[config.mk]
export PLATFORM = sky130hd
export DESIGN_NAME = iiitb_sd_prog
export DESIGN_NICKNAME = d
export VERILOG_FILES = /design/src/rtl/iiitb_sd_prog.sv
export SDC_FILE = /design/constraint.sdc
export NUM_CORES = 1
export LEC_CHECK = 0
export BUFFER_PORTS_ARGS = -buffer_cell sky130_fd_sc_hd__buf_2
export CORE_MARGIN = 1.5
export CORE_UTILIZATION = 40
export DETAILED_ROUTE_END_ITERATION = 8
export GPL_ROUTABILITY_DRIVEN = 0
export GPL_TIMING_DRIVEN = 0
export PLACE_DENSITY = 0.61
export SYNTH_ARGS = -nofsm -noshare
export SYNTH_HDL_FRONTEND = slang
export SYNTH_SLANG_ARGS = --single-unit
[constraint.sdc]
create_clock -name clk -period 3.41 [get_ports clk]
set_clock_uncertainty 0.1 [all_clocks]
set_input_delay 0.341 -clock clk [delete_from_list [all_inputs] [get_ports clk]]
set_output_delay 0.341 -clock clk [all_outputs]
set_load 0.01 [all_outputs]
[src/rtl/iiitb_sd_prog.sv]
// Runtime-programmable serial sequence detector with a registered Moore output,
// selectable overlap, a saturating match counter and a sticky config-error flag.
module iiitb_sd_prog #(
  parameter int unsigned MAX_LEN = 8,
  parameter int unsigned LEN_W   = 4,
  parameter int unsigned CNT_W   = 8
) (
  input  logic               clk,
  input  logic               reset,
  input  logic               din,
  input  logic               din_vld,
  input  logic               cfg_we,
  input  logic [MAX_LEN-1:0] cfg_pat,
  input  logic [LEN_W-1:0]   cfg_len,
  input  logic               cfg_overlap,
  input  logic               clr_cnt,
  output logic               y,
  output logic [CNT_W-1:0]   match_cnt,
  output logic               cfg_err
);

  localparam logic [MAX_LEN-1:0] DefPat = MAX_LEN'(4'b1010);
  localparam logic [LEN_W-1:0]   DefLen = LEN_W'(4);

  logic [MAX_LEN-1:0] pat_q, pat_d;
  logic [LEN_W-1:0]   len_q, len_d;
  logic               overlap_q, overlap_d;
  logic [MAX_LEN-1:0] hist_q, hist_d;
  logic [LEN_W-1:0]   fill_q, fill_d;
  logic               y_q, y_d;
  logic [CNT_W-1:0]   cnt_q, cnt_d;
  logic               err_q, err_d;

  logic               accept;
  logic               cfg_legal;
  logic [MAX_LEN-1:0] hist_n;
  logic [LEN_W-1:0]   fill_n;
  logic [MAX_LEN-1:0] mask;
  logic               match;

  always_comb begin
    accept    = din_vld & ~cfg_we;
    cfg_legal = (cfg_len != '0) && (cfg_len <= LEN_W'(MAX_LEN));
    hist_n    = {hist_q[MAX_LEN-2:0], din};
    fill_n    = (fill_q < len_q) ? fill_q + LEN_W'(1) : len_q;
    // Only the low len bits of history and pattern take part in the compare.
    for (int unsigned i = 0; i < MAX_LEN; i++) begin
      mask[i] = (i < 32'(len_q));
    end
    match = accept && (fill_n == len_q) && (((hist_n ^ pat_q) & mask) == '0);
  end

  always_comb begin
    pat_d     = pat_q;
    len_d     = len_q;
    overlap_d = overlap_q;
    hist_d    = hist_q;
    fill_d    = fill_q;
    y_d       = y_q;
    cnt_d     = cnt_q;
    err_d     = err_q;

    if (cfg_we) begin
      if (cfg_legal) begin
        pat_d     = cfg_pat;
        len_d     = cfg_len;
        overlap_d = cfg_overlap;
        hist_d    = '0;
        fill_d    = '0;
        y_d       = 1'b0;
        err_d     = 1'b0;
      end else begin
        err_d = 1'b1;
      end
    end else if (accept) begin
      hist_d = hist_n;
      y_d    = match;
      // Non-overlapping mode discards history so the next hit needs len fresh bits.
      fill_d = (match && !overlap_q) ? '0 : fill_n;
    end

    if (match && !(&cnt_q)) begin
      cnt_d = cnt_q + CNT_W'(1);
    end
    if (clr_cnt) begin
      cnt_d = '0;
    end
  end

  always_ff @(posedge clk or negedge reset) begin
    if (!reset) begin
      pat_q     <= DefPat;
      len_q     <= DefLen;
      overlap_q <= 1'b1;
      hist_q    <= '0;
      fill_q    <= '0;
      y_q       <= 1'b0;
      cnt_q     <= '0;
      err_q     <= 1'b0;
    end else begin
      pat_q     <= pat_d;
      len_q     <= len_d;
      overlap_q <= overlap_d;
      hist_q    <= hist_d;
      fill_q    <= fill_d;
      y_q       <= y_d;
      cnt_q     <= cnt_d;
      err_q     <= err_d;
    end
  end

  assign y         = y_q;
  assign match_cnt = cnt_q;
  assign cfg_err   = err_q;

endmodule

==> metrics <==
post-route minimum period 2656 ps; unrepaired setup endpoints after global routing no; Crit path arrival time ~2700 ps; Max stage delay cell, worst path dfstp_2; synthesized instance count about 180; DR WL/cell 13.66 um; CP Data Required Time 3490 ps; Post-CTS Hold Buffers 0; worst path bufs/invs 1; DP HPWL between 2000 and 3000 um; # H-tree levels 2; Clock Tree Buf Depth 2; commonest cells in the netlist dfrtp_1 (30), nand2_1 (20), nand3_1 (14); Synth Area in Compound Gates 0.1513; cts bufs inserted 5; Nets ~240; TNS Setup 0 ps; outcome complete, no violations; Syn Nets roughly 200; CP max FO 9; Worst path top cell family by delay compound AO/OA/AOI/OAI gates; Post-CTS Setup Bufs 0; IO Port Bufs 27; TritonCTS clock tree built; Warnings, synthesis 0; initial core utilization 0.4223; Sink Count 34; final WL about 3600 um; final core utilization 0.4930; FILL cells between 400 and 500; type of the worst setup path reg2reg; Post-synth ARST share 1.000; I/O pins 29; clk root buf clkbuf_8; VDD IR max a little under 0.3 mV; PnR worst setup slack 754.5 ps; slew of the pin with the lowest slew margin 817.7 ps; CP endpoint kind register; Die Wd 71.50 um; portion of netlist area occupied by mux cells 0.08333; Final period util 0.7787; sequential share of the synthesized area 0.4560; Pre-Repair DR Iteration Count 6; initial antenna violation count 0; commonest register cell after synthesis dfrtp_1; top post-synthesis cells by area dfrtp_1 (40%), mux2_2 (7.8%), dfstp_2 (5.6%), xnor2_1 (4.2%), nand2_1 (4.0%); DP Worst Slack around 720 ps; GRT Residual Overflow 0; Layout area overhead 16.73%; Power Total 1.252 mW; Slew headroom 0.4491; height of the die 71.50 um; ratio of cells with drive above 1 in the final layout 0.2991; Avg Inst Size Synth about 10 um^2; vias in the first global route 1304; largest family of logic cells by synthesized area compound AO/OA/AOI/OAI gates; CP startpoint kind register; LEAKAGE ~1 nW; Adder-Cell Fraction of Synth Area 0.03333; Total Routing Usage GR 0.1557; DRC viols 0; count leader, synth dfrtp_1; Yosys reg bits 34; largest area contributor in the synthesized netlist dfrtp_1; simple-gate portion of the synthesized area 0.1487; vias per inst 5.320; std cell rows 24; worst hold path type in2async; remaining antenna violation count after routing 0; EDFF count, synth 0; Clk pin slew, worst setup/hold paths 70 ps; Power Density 571.7 nW/um^2; CP peak stage delay 530 ps; final setup vio count 0; number of antenna diodes 0; Cell variety after synth 42; DRT iter0 DRCs 51; Post-Synth XOR/XNOR Area 0.08200; total die area 5112 um^2; Max Clk Rate about 380 MHz; max cap viols 0; post-synth top area share 0.4000; vias 1415; Core Area 4444 um^2; Mapped Area ~1900 um^2; crit-path cells buf_6 > nor4b_1 > o22ai_1 > o32ai_1 > a41oi_1 > a31o_2 > a22o_1; area occupied by multi-input gates 935.9 um^2; Reg area 855.8 um^2; largest net degree at the start of global routing 35; Final Hold Violating Endpoints 0; # resized after CTS 0; final slew viol count 0; worst skew pair latency 290 ps; first-pass GRT wire length 6230 um
## layout by cell type (no fill, tap or decap), types with 6 or more instances in the layout
cell,n
a21oi_1,11
buf_2,29
dfrtp_1,30
inv_1,6
mux2_2,13
nand2_1,20
nand3_1,14
o21ai_0,8
xnor2_1,9
xor2_1,6
## routing by layer
layer  track usage  vias to the layer above  part of all wire
met2        0.2316                       24              0.45
met4       0.04403                        0             0.012
li1              -                      708                 -
met3       0.04641                        5             0.034
met5             0                        -                 0
met1        0.2218                      678              0.50
## flip-flops by register name, indices dropped and copies added, names as in the netlist
register	cells
pat_q	8
overlap_q	1
cfg_err	1
fill_q	4
match_cnt	8
hist_q	7
y	1
len_q	4
## final timing paths
check	from	to	slack, ps	depth (start not counted)
worst min register to register	cfg_err	cfg_err	380	1
worst min-delay path	reset	len_q[1]	10	1
worst max register to register	len_q[2]	fill_q[2]	750	7
min in group clk	din	hist_q[0]	170	3
worst max-delay path	len_q[2]	fill_q[2]	750	7
max in group asynchronous	reset	match_cnt[6]	2710	1
## through the flow
stage / cells / cell area, um^2 / hold slack [ps]
after global routing: 266 / 2191 / 92.36
after CTS: 266 / 2191 / 48.00
after global placement: 258 / 2077 / 359.2
after floorplan: 179 / 1877 / -54.59
final: 266 / 2191 / 11.20
after detailed placement: 258 / 2077 / 365.5
## cell families (layout without fill, tap and decap cells)
kind of cell	Yosys count	in the layout
muxes	14	14
adders and majority gates	5	5
xor gates and xnor gates	16	16
DFF	34	34
buffers and inverters	16	51
AOI/OAI and AO/OA	39	39
and+or+nand+nor	55	55
## power breakdown
group	switching, mW	total (mW)	internal [mW]
Sequential	0.0471	0.509	0.462
Combinational	0.186	0.371	0.185
Clock	0.155	0.373	0.217
## final cells by class
| cell class | instances | share of cell area |
|---|---|---|
| repair buffers | 27 | 0.06168 |
| inverters | 6 | 0.01028 |
| multi-input cells | 129 | 0.4272 |
| clock inverters | 3 | 0.02056 |
| clock buffers | 5 | 0.03141 |
| flip-flops and latches | 34 | 0.3906 |
| well taps | 52 | 0.02970 |
| plain buffers | 10 | 0.02856 |
Power figures use the tool's default switching activity.
